==> src/rtl/cpu_run_ctrl.sv <==
// Run/debug sequencer for the 8-bit single-cycle core.
// Streams a program into imem, holds the core in reset while loading, then
// gates execution per cycle: free run, single step, halt on command,
// halt on PC breakpoint, or halt when the cycle budget runs out.
module cpu_run_ctrl #(
    parameter int IMEM_DEPTH = 16,
    parameter int AW         = 4,
    parameter int DW         = 8,
    parameter int CNT_W      = 16,
    parameter int MAX_CYCLES = 1000
) (
    input  logic             clk,
    input  logic             rst,
    input  logic             cmd_valid,
    input  logic [1:0]       cmd,
    output logic             cmd_ready,
    input  logic             ld_valid,
    input  logic [DW-1:0]    ld_data,
    output logic             ld_ready,
    output logic             imem_we,
    output logic [AW-1:0]    imem_waddr,
    output logic [DW-1:0]    imem_wdata,
    input  logic [AW-1:0]    core_pc,
    input  logic             bp_en,
    input  logic [AW-1:0]    bp_addr,
    output logic             core_en,
    output logic             core_rst,
    output logic [2:0]       state,
    output logic [1:0]       halt_cause,
    output logic [CNT_W-1:0] cyc_cnt
);

    typedef enum logic [2:0] {
        ST_IDLE = 3'd0,
        ST_LOAD = 3'd1,
        ST_RUN  = 3'd2,
        ST_STEP = 3'd3,
        ST_HALT = 3'd4
    } state_t;

    localparam logic [1:0] CMD_LOAD = 2'b00;
    localparam logic [1:0] CMD_RUN  = 2'b01;
    localparam logic [1:0] CMD_STEP = 2'b10;
    localparam logic [1:0] CMD_HALT = 2'b11;

    localparam logic [1:0] CAUSE_STEP    = 2'd0;
    localparam logic [1:0] CAUSE_CMD     = 2'd1;
    localparam logic [1:0] CAUSE_BP      = 2'd2;
    localparam logic [1:0] CAUSE_TIMEOUT = 2'd3;

    localparam logic [CNT_W-1:0] CYC_LIMIT = CNT_W'(MAX_CYCLES);
    localparam logic [CNT_W-1:0] CYC_SAT   = '1;
    localparam logic [AW-1:0]    LAST_ADDR = AW'(IMEM_DEPTH - 1);

    state_t        state_q;
    state_t        state_d;
    logic [AW-1:0] ld_cnt;
    logic          run_first;
    logic          cmd_acc;
    logic          ld_acc;
    logic          halt_req;
    logic          bp_hit;
    logic          timeout_hit;
    logic          load_start;
    logic          exec_start;
    logic          cyc_clear;
    logic          cause_we;
    logic [1:0]    cause_d;

    assign cmd_ready = (state_q == ST_IDLE) || (state_q == ST_RUN) || (state_q == ST_HALT);
    assign ld_ready  = (state_q == ST_LOAD);
    assign cmd_acc   = cmd_valid & cmd_ready;
    assign ld_acc    = ld_valid & ld_ready;
    assign state     = state_q;

    // Stop conditions; the breakpoint is ignored on the first RUN cycle so a
    // resume from the breakpoint PC executes that instruction.
    always_comb begin
        halt_req    = cmd_acc && (cmd == CMD_HALT);
        bp_hit      = bp_en && (core_pc == bp_addr) && !run_first;
        timeout_hit = (MAX_CYCLES != 0) && (cyc_cnt == CYC_LIMIT);
    end

    // State register.
    always_ff @(posedge clk) begin
        if (!rst) begin
            state_q <= ST_IDLE;
        end else begin
            state_q <= state_d;
        end
    end

    // Next-state decode plus the per-cycle execute gate and control strobes.
    always_comb begin
        state_d    = state_q;
        core_en    = 1'b0;
        load_start = 1'b0;
        exec_start = 1'b0;
        cyc_clear  = 1'b0;
        cause_we   = 1'b0;
        cause_d    = CAUSE_STEP;
        unique case (state_q)
            ST_IDLE, ST_HALT: begin
                if (cmd_acc) begin
                    case (cmd)
                        CMD_LOAD: begin
                            state_d    = ST_LOAD;
                            load_start = 1'b1;
                            cyc_clear  = 1'b1;
                        end
                        CMD_RUN: begin
                            state_d    = ST_RUN;
                            exec_start = 1'b1;
                            cyc_clear  = (state_q == ST_HALT) && (halt_cause == CAUSE_TIMEOUT);
                        end
                        CMD_STEP: begin
                            state_d    = ST_STEP;
                            exec_start = 1'b1;
                        end
                        default: ;
                    endcase
                end
            end
            ST_LOAD: begin
                if (ld_acc && (ld_cnt == LAST_ADDR)) begin
                    state_d = ST_IDLE;
                end
            end
            ST_RUN: begin
                if (halt_req) begin
                    state_d  = ST_HALT;
                    cause_we = 1'b1;
                    cause_d  = CAUSE_CMD;
                end else if (bp_hit) begin
                    state_d  = ST_HALT;
                    cause_we = 1'b1;
                    cause_d  = CAUSE_BP;
                end else if (timeout_hit) begin
                    state_d  = ST_HALT;
                    cause_we = 1'b1;
                    cause_d  = CAUSE_TIMEOUT;
                end else begin
                    core_en = 1'b1;
                end
            end
            ST_STEP: begin
                core_en  = 1'b1;
                state_d  = ST_HALT;
                cause_we = 1'b1;
                cause_d  = CAUSE_STEP;
            end
            default: state_d = ST_IDLE;
        endcase
    end

    // Program streaming: register each accepted byte into an imem write.
    always_ff @(posedge clk) begin
        if (!rst) begin
            imem_we    <= 1'b0;
            imem_waddr <= '0;
            imem_wdata <= '0;
            ld_cnt     <= '0;
        end else begin
            imem_we <= ld_acc;
            if (ld_acc) begin
                imem_waddr <= ld_cnt;
                imem_wdata <= ld_data;
                ld_cnt     <= ld_cnt + 1'b1;
            end
            if (load_start) begin
                ld_cnt <= '0;
            end
        end
    end

    // Core reset, halt cause and first-RUN-cycle tracking.
    always_ff @(posedge clk) begin
        if (!rst) begin
            core_rst   <= 1'b1;
            halt_cause <= CAUSE_STEP;
            run_first  <= 1'b1;
        end else begin
            if (load_start) begin
                core_rst <= 1'b1;
            end else if (exec_start) begin
                core_rst <= 1'b0;
            end
            if (cause_we) begin
                halt_cause <= cause_d;
            end
            run_first <= (state_q != ST_RUN);
        end
    end

    // Saturating count of executed cycles since the last LOAD.
    always_ff @(posedge clk) begin
        if (!rst) begin
            cyc_cnt <= '0;
        end else if (cyc_clear) begin
            cyc_cnt <= '0;
        end else if (core_en && (cyc_cnt != CYC_SAT)) begin
            cyc_cnt <= cyc_cnt + 1'b1;
        end
    end

endmodule

==> config.mk <==
export PLATFORM = sky130hd
export DESIGN_NAME = cpu_run_ctrl
export DESIGN_NICKNAME = d
export VERILOG_FILES = /design/src/rtl/cpu_run_ctrl.sv
export SDC_FILE = /design/constraint.sdc
export NUM_CORES = 1
export LEC_CHECK = 0
export CORE_MARGIN = 2
export CORE_UTILIZATION = 47
export CTS_CLUSTER_SIZE = 25
export DETAILED_ROUTE_END_ITERATION = 10
export PLACE_DENSITY = 0.8
export SLEW_MARGIN = 15
export SYNTH_ARGS = -nofsm -noshare
export SYNTH_HDL_FRONTEND = slang
export SYNTH_SLANG_ARGS = --single-unit
==> constraint.sdc <==
create_clock -name clk -period 2.3 [get_ports clk]
set_clock_uncertainty 0.05 [all_clocks]
set_input_delay 0.345 -clock clk [delete_from_list [all_inputs] [get_ports clk]]
set_output_delay 0.345 -clock clk [all_outputs]
set_load 0.02 [all_outputs]
---- Word level (Yosys, flattened, before mapping) ----
Index checks and enable logic that the tools add are counted.
operators by class
  reduce and logical (&&, ||, !) cells .... 16
  equality and inequality tests ........... 17
  mux-type cells .......................... 28
  bitwise logic cells ..................... 3
  $add $sub $neg .......................... 2
operators by type and width
  cell                                                    number
  adder 16 x 1 -> 16 bit (second input constant)          1
  equality test 16 x 10 -> 1 bit (second input constant)  1
  != test 16 bit (second input constant)                  1
  2-to-1 mux 3 bit                                        5
  2-to-1 mux 1 bit                                        14
  one-hot mux 3 bit (4 select lines)                      1
  one-hot mux 3 bit (3 select lines)                      1
  2-to-1 mux 2 bit                                        4
  OR reduction 2 bit                                      4
  equality test 2 bit (second input constant)             3
  equality test 3 x 2 -> 1 bit (second input constant)    2
  logical AND 1 bit                                       6
  one-hot mux 1 bit (2 select lines)                      3
  adder 4 x 1 -> 4 bit (second input constant)            1
  equality test 4 bit                                     1
  equality test 4 bit (second input constant)             1
  != test 4 x 1 -> 1 bit (second input constant)          1
  != test 4 bit (second input constant)                   1
  AND reduction 4 bit                                     1
  equality test 3 x 1 -> 1 bit (second input constant)    1
  equality test 3 bit (second input constant)             1
  logical NOT 3 bit                                       1
  != test 3 x 2 -> 1 bit (second input constant)          1
  AND 1 bit                                               2
  other kinds (7)                                         8
storage, ports and cells
  logic and storage cells ................. 75
  output and inout bits ................... 38
  input port bits ......................... 23
  bits in registers ....................... 40

---- Longest topological paths before layout ----
Gate-level depths: netlist of the first run.
  depth after elaboration ................. 8
  mapped depth ............................ 9
  gate-level depth less buffers ........... 8

---- Worst setup path after synthesis of the first run ----
Ideal clock, no wire load.
  kind .................................... reg2reg
  start ................................... reg cyc_cnt[0]
  end ..................................... reg cyc_cnt[15]
  setup slack ............................. 0.192 ns
  period minus slack after synthesis ...... 2.108 ns
  arrival ................................. 1.967 ns
  path buffers ............................ 0
  library setup time ...................... 0.091 ns
  stages on the path, launching flop included .. 9
  path through ............................ dfxtp_1 > inv_1 > ha_1 > nor4b_1 > nand4_1 > o211ai_2 > a21oi_1 > a21oi_1 > a311oi_1
on the way
  word-level cells in the longest chain between the ends .. 6
RTL lines
  element                             line  text
  from (decl)                         30    output logic [CNT_W-1:0] cyc_cnt
  from (signal assigned)              202   cyc_cnt <= cyc_cnt + 1'b1;
  equality test 16 x 10 -> 1 bit      81    timeout_hit = (MAX_CYCLES != 0) && (cyc_cnt == CYC_LIMIT);
  2-to-1 mux 1 bit                    138   end else if (timeout_hit) begin
  2-to-1 mux 1 bit                    134   end else if (bp_hit) begin
  2-to-1 mux 1 bit                    130   if (halt_req) begin
  one-hot mux 1 bit (2 select lines)  102   unique case (state_q)
  named net core_en                   26    output logic core_en,
  logical AND 1 bit                   201   end else if (core_en && (cyc_cnt != CYC_SAT)) begin
The timed path passes the listed nets, and every way through them passes these cells.
A chain may end at the register's enable or synchronous reset.

---- Worst setup path in the final report of the first run ----
  start ................................... reg state_q[0] (netlist: state[0])
  end ..................................... out ld_ready
on the way
  word-level cells in the longest chain between the ends .. 1
RTL lines
  element                       line  text
  from (decl)                   55    state_t state_q;
  from (signal assigned)        89    state_q <= state_d;
  equality test 3 x 1 -> 1 bit  71    assign ld_ready = (state_q == ST_LOAD);
  to (decl)                     19    output logic ld_ready,
Every way passes these cells.

==> out/qor.yml, run 1 <==
status: "finished, final reports clean"
final_hold_viol_count: 0
ios: 61
ys_ff_latch: 40
async_flop_share_pct: 0
grt_usage_pct: 21.5
vias: 2078
crit_fanout: 6
rsz0062_at_grt: "false"
h-tree-depth: 2
grt_pass1_wl_um: 8670
portBuffers: 60
first_global_vias: 1914
core_um2: 4090
cp_data_required_time_ns: 1.90
cts_tree: "yes"
synth.net_count: 267
dieArea_um2: 4900
clockBufferDepth: 2
post_cts_buffers: 0
path_cells: "inv_1 -> nor3_4 -> clkdlybuf4s50_1"
slew_headroom_pct: 71.5
worstPathArrival_ns: 1.75
insertedDiodeCount: 0
critPathSlowestCell: "clkdlybuf4s50_1"
rows: 23
layout.nets: 350
p_leak_nw: 1.13
p_switching_mw: 0.393
cts_root_buf: "clkbuf_8"
clock-sinks: 40
synth.distinct_cells: 53
syn_to_final_growth_pct: 44.7
ant_nets: 0
syn_area_um2: 2050
drt_iter0_drc: 202
cp-start-kind: "register"
register_area_um2: 801
hold-worst-slack_ns: 0.406
cpPeakStageDelay_ns: 0.65
clock_latency_ns: 0.29
gr-total-overflow: 0
seq_power_share_pct: 46.4
drv_slew: 0
die_w_um: 70.0
via_per_inst: 5.60
final_util_pct: 72.5
start_util_pct: 50.1
swShare_pct: 25.4
fin_crit_sh_pct: 93.3
synth-edff-count: 0
worst_slew_pin_slew_ns: 0.427
dr.pass1.iters: 4
antenna_found_initial: 0
worstSetupPathType: "register to primary output"
syn_area_per_cell_um2: 8.64
gp_congestion: 0.856
wl_per_cell_um: 13.7
syn_inst: 237
setup_viol: 0
drt-total-wl_um: 5080
pwr-share-clk_pct: 37.3
yosysWarnings: 0
fmax_ghz: 0.466
fillers: 325
drc: 0
numCtsBuffers: 5
internal-power_mw: 1.15
multi_input_area_um2: 1160
yosysSeqAreaShare_pct: 39.1
die_h_um: 70.0
crit_buf_inv: 2
p_per_area_nw_per_um2: 522
hold_class: "register to register"
end_kind: "primary output"
synth_ff_type: "dfxtp_1"
cp_top_family: "buffers and inverters"
ir_worst_vdd_mv: 0.280
clk_pin_slew_ns: 0.08
dp_hpwl_um: 3770
holdBufCountCts: 0
layout-drive-gt1-share_pct: 15.0
fin_crit_ns: 2.14
grt_start_max_net_pins: 20
combPwrFrac_pct: 16.3
cap_violations: 0
## cells in the mapped netlist (2+ instances only)
master	count	area, µm²
nand4_1	8	50.1
o41ai_1	2	17.5
xnor2_1	6	52.6
clkbuf_1	3	11.3
or3_1	2	12.5
nor3_1	3	15.0
and4_1	2	17.5
nand3_1	10	50.1
xor2_1	3	26.3
a21oi_1	13	65.1
and3_1	6	37.5
buf_6	3	33.8
o21ai_0	5	25.0
a31o_2	3	26.3
ha_1	7	87.6
nor2_1	18	67.6
o311ai_0	3	26.3
nand2b_1	4	25.0
o31ai_1	2	15.0
dfxtp_1	40	801
inv_1	8	30.0
nand2_1	40	150
and2_1	4	25.0
a21boi_0	13	97.6
## repair_timing
item / CTS / global route
pin swaps: 1 / 1
endpoints found under the setup margin: 1 / 2
hold endpoints to repair: 0 / 0
resized for setup: 3 / 4
## registers in the layout, indices dropped and copies added, names as in the netlist
signal / cells
cyc_cnt: 16
imem_wdata: 8
imem_waddr: 4
ld_cnt: 4
state: 3
halt_cause: 2
core_rst: 1
imem_we: 1
run_first: 1
## area by class of cell
cell class              instances  share of cell area, %
repair buffers                 85                   26.9
well taps                      50                   2.11
clock inverters                 3                   1.44
flip-flops and latches         40                   27.0
multi-input cells             180                   39.2
clock buffers                   5                   2.32
inverters                       8                   1.01
## cells in the final DEF (no fill, tap or decap), drive strengths merged, types with 2 or more instances in the layout
cell / synthesis / layout
inv: 8 / 8
a21oi: 13 / 13
ha: 7 / 7
nand2b: 4 / 4
or3: 2 / 2
o211ai: 2 / 2
and3: 6 / 6
nand2: 40 / 40
xnor2: 6 / 6
nor2: 18 / 18
nand4: 8 / 8
o31ai: 3 / 3
nand3: 10 / 10
a31o: 4 / 4
o311ai: 3 / 3
a21boi: 14 / 14
and2: 4 / 4
and4: 2 / 2
o21ai: 7 / 7
buf: 5 / 26
dfxtp: 40 / 40
xor2: 3 / 3
clkbuf: 4 / 5
clkdlybuf4s50: 0 / 59
nor3: 4 / 4
o41ai: 2 / 2
## cells by family after synthesis
group / share of synthesized area, %
AO/OA/AOI/OAI: 21.5
XOR/XNOR: 3.85
adder cells (fa/ha/maj): 4.28
buffers and inverters: 4.95
flip-flops: 39.1
multiplexers: 0.489
AND/OR/NAND/NOR: 25.9
## metal layers
metal	track usage (%)	up-vias	part of all wire (%)
li1	-	1010	-
met1	29.3	967	45
met2	33.2	94	47
met3	4.91	7	5.9
met4	7.69	0	1.3
met5	0	-	0
## metrics by stage
step                worst slack (ns)  TNS, ns  power, mW  instances  area, µm²
floorplan                      0.192        0      0.867        237       2050
global placement             -0.0765  -0.0765      0.977        363       2840
detailed placement            -0.189   -0.189      0.982        363       2840
CTS                           0.0327        0       1.55        371       2950
global route                  0.0602        0       1.62        371       2960
finish                         0.155        0       1.55        371       2960
## worst paths after layout
path                                              start                       to  slack, ns  cells past startpoint
worst max register to register  cyc_cnt[1]$_SDFFE_PP0P_  cyc_cnt[9]$_SDFFE_PP0P_       0.26                      9
worst min-delay path              core_rst$_SDFFE_PP1P_    core_rst$_SDFFE_PP1P_       0.41                      1
worst min register to register    core_rst$_SDFFE_PP1P_    core_rst$_SDFFE_PP1P_       0.41                      1
worst max-delay path              state[0]$_SDFFE_PN0P_                 ld_ready       0.16                      3
## power by group through the flow
stage,Combinational [mW],Clock (mW),Sequential [mW]
global route,0.274,0.623,0.720
detailed placement,0.250,0,0.732
global placement,0.246,0,0.732
CTS,0.251,0.586,0.716
finish,0.252,0.577,0.717
floorplan,0.120,0,0.747
Power figures use the tool's default switching activity.
==> run 2: changes to the inputs <==
- SKIP_CTS_REPAIR_TIMING: default -> 1
==> run 2 against run 1 <==
  * Wire length increased by 0.94%
  * Core utilization decreased by 0.15 points
  * Final cell count unchanged
  * Global-route usage unchanged
  * Setup slack worse by 0.011 ns
  * Design area decreased by 0.21%
  * Sequential power hardly changed
  * First-iteration DRC count up 12%
  * Fmax is 0.51% lower
==> out/qor.yml, run 2 (synthesized netlist as in run 1, its figures left out) <==
status: "finished, final reports clean"
ios: 61
layout-drive-gt1-share_pct: 14.6
rsz0062_at_grt: "false"
clk_pin_slew_ns: 0.08
gp_congestion: 0.856
ant_nets: 0
top_register: "cyc_cnt"
whs_endpoint: "core_rst$_SDFFE_PP1P_"
ir_worst_vdd_mv: 0.280
largest_reg_flops: 16
slew_headroom_pct: 71.8
fin_crit_sh_pct: 93.7
r2r_setup_slack_ns: 0.19
p_leak_nw: 1.13
end_kind: "primary output"
power.total_mw: 1.55
fmax_ghz: 0.464
r2r-start: "cyc_cnt[1]$_SDFFE_PP0P_"
cts_root_buf: "clkbuf_8"
drv_slew: 0
cap_violations: 0
core_um2: 4090
start_util_pct: 50.1
cts_tree: "yes"
wl_per_cell_um: 13.8
die_w_um: 70.0
dr.pass1.iters: 4
numCtsBuffers: 5
hold-worst-slack_ns: 0.406
final_hold_viol_count: 0
layout.nets: 350
met2_usage_pct: 33.2
setup_viol: 0
dp_hpwl_um: 3770
final_common_cell: "clkdlybuf4s50_1"
syn_to_final_growth_pct: 44.4
hold_start: "core_rst$_SDFFE_PP1P_"
die_h_um: 70.0
cp_data_required_time_ns: 1.90
worstSetupPathType: "register to primary output"
worstPathArrival_ns: 1.76
first_global_vias: 1914
gr-total-overflow: 0
drc: 0
rows: 23
reg2reg_depth: 9
antenna_found_initial: 0
grt_usage_pct: 21.5
vias: 2065
grt.busiest_layer: "met2"
grt_use_met3_pct: 4.91
p_per_area_nw_per_um2: 524
grt_start_max_net_pins: 20
drt_iter0_drc: 226
crit_fanout: 6
dieArea_um2: 4900
cp-start-kind: "register"
insertedDiodeCount: 0
clock-sinks: 40
hold_class: "register to register"
fin_crit_ns: 2.16
portBuffers: 60
reg.largest.list: "cyc_cnt (16), imem_wdata (8)"
drt-total-wl_um: 5130
via_per_inst: 5.57
worst_slew_pin_slew_ns: 0.422
clock_latency_ns: 0.29
grt_pass1_wl_um: 8670
use_met1_pct: 29.3
holdPathStages: 1
mostFrequentLayoutCells: "clkdlybuf4s50_1 (59), nand2_1 (40), dfxtp_1 (40)"
h-tree-depth: 2
clockBufferDepth: 2
rr_endpoint: "cyc_cnt[9]$_SDFFE_PP0P_"
## run 2: changes by cell type in the layout (fill, tap and decap cells not counted), sizes merged
cell    before  now
buf         26   25
clkbuf       5    6
## run 2: metrics by stage
| step | util [%] | cells | setup TNS, ns | setup WS, ns | area [µm²] |
|---|---|---|---|---|---|
| 2_1_floorplan | - | 237 | 0 | 0.192 | 2050 |
| 3_3_place_gp | 69.5 | 363 | -0.0765 | -0.0765 | 2840 |
| 3_5_place_dp | 69.5 | 363 | -0.189 | -0.189 | 2840 |
| 4_1_cts | 72.2 | 371 | -0.297 | -0.297 | 2950 |
| 5_1_grt | 72.3 | 371 | 0 | 0.00191 | 2960 |
| 6_report | 72.3 | 371 | 0 | 0.144 | 2960 |
## run 2: layout make-up
class,count,area (µm²)
multi-input combinational,180,1150
fill,326,1130
sequential,40,801
timing repair buffer,85,796
clock buffer,5,68.8
tap,50,62.6
clock inverter,3,42.5
inverter,8,30.0
## run 2: how the worst max path moves through the flow
stage                            startpoint                  endpoint  slack (ns)
global placement                     cmd[0]                   core_en       -0.08
finish                state[0]$_SDFFE_PN0P_                  ld_ready        0.14
detailed placement                   cmd[0]                   core_en       -0.19
floorplan           cyc_cnt[0]$_SDFFE_PP0P_  cyc_cnt[15]$_SDFFE_PP0P_        0.19
global route        cyc_cnt[1]$_SDFFE_PP0P_   cyc_cnt[8]$_SDFFE_PP0P_       0.002
CTS                 cyc_cnt[1]$_SDFFE_PP0P_                   core_en       -0.30
## run 2: worst max-delay path: stages (launching register included)
cell and delay, ns:
dfxtp_1 0.35, inv_1 0.17, nor3_4 0.29, clkdlybuf4s50_1 0.65
## run 2: power by group
group | internal (mW) | total, mW | switching (mW)
sequential | 0.706 | 0.717 | 0.0113
clock | 0.321 | 0.581 | 0.260
combinational | 0.126 | 0.252 | 0.125
total | 1.15 | 1.55 | 0.397
## run 2: per-layer routing
layer | vias to the layer above | routed length, µm
met1 | 970 | 2340
met4 | 0 | 81
li1 | 1011 | -
met2 | 75 | 2430
met3 | 9 | 270
met5 | - | 0
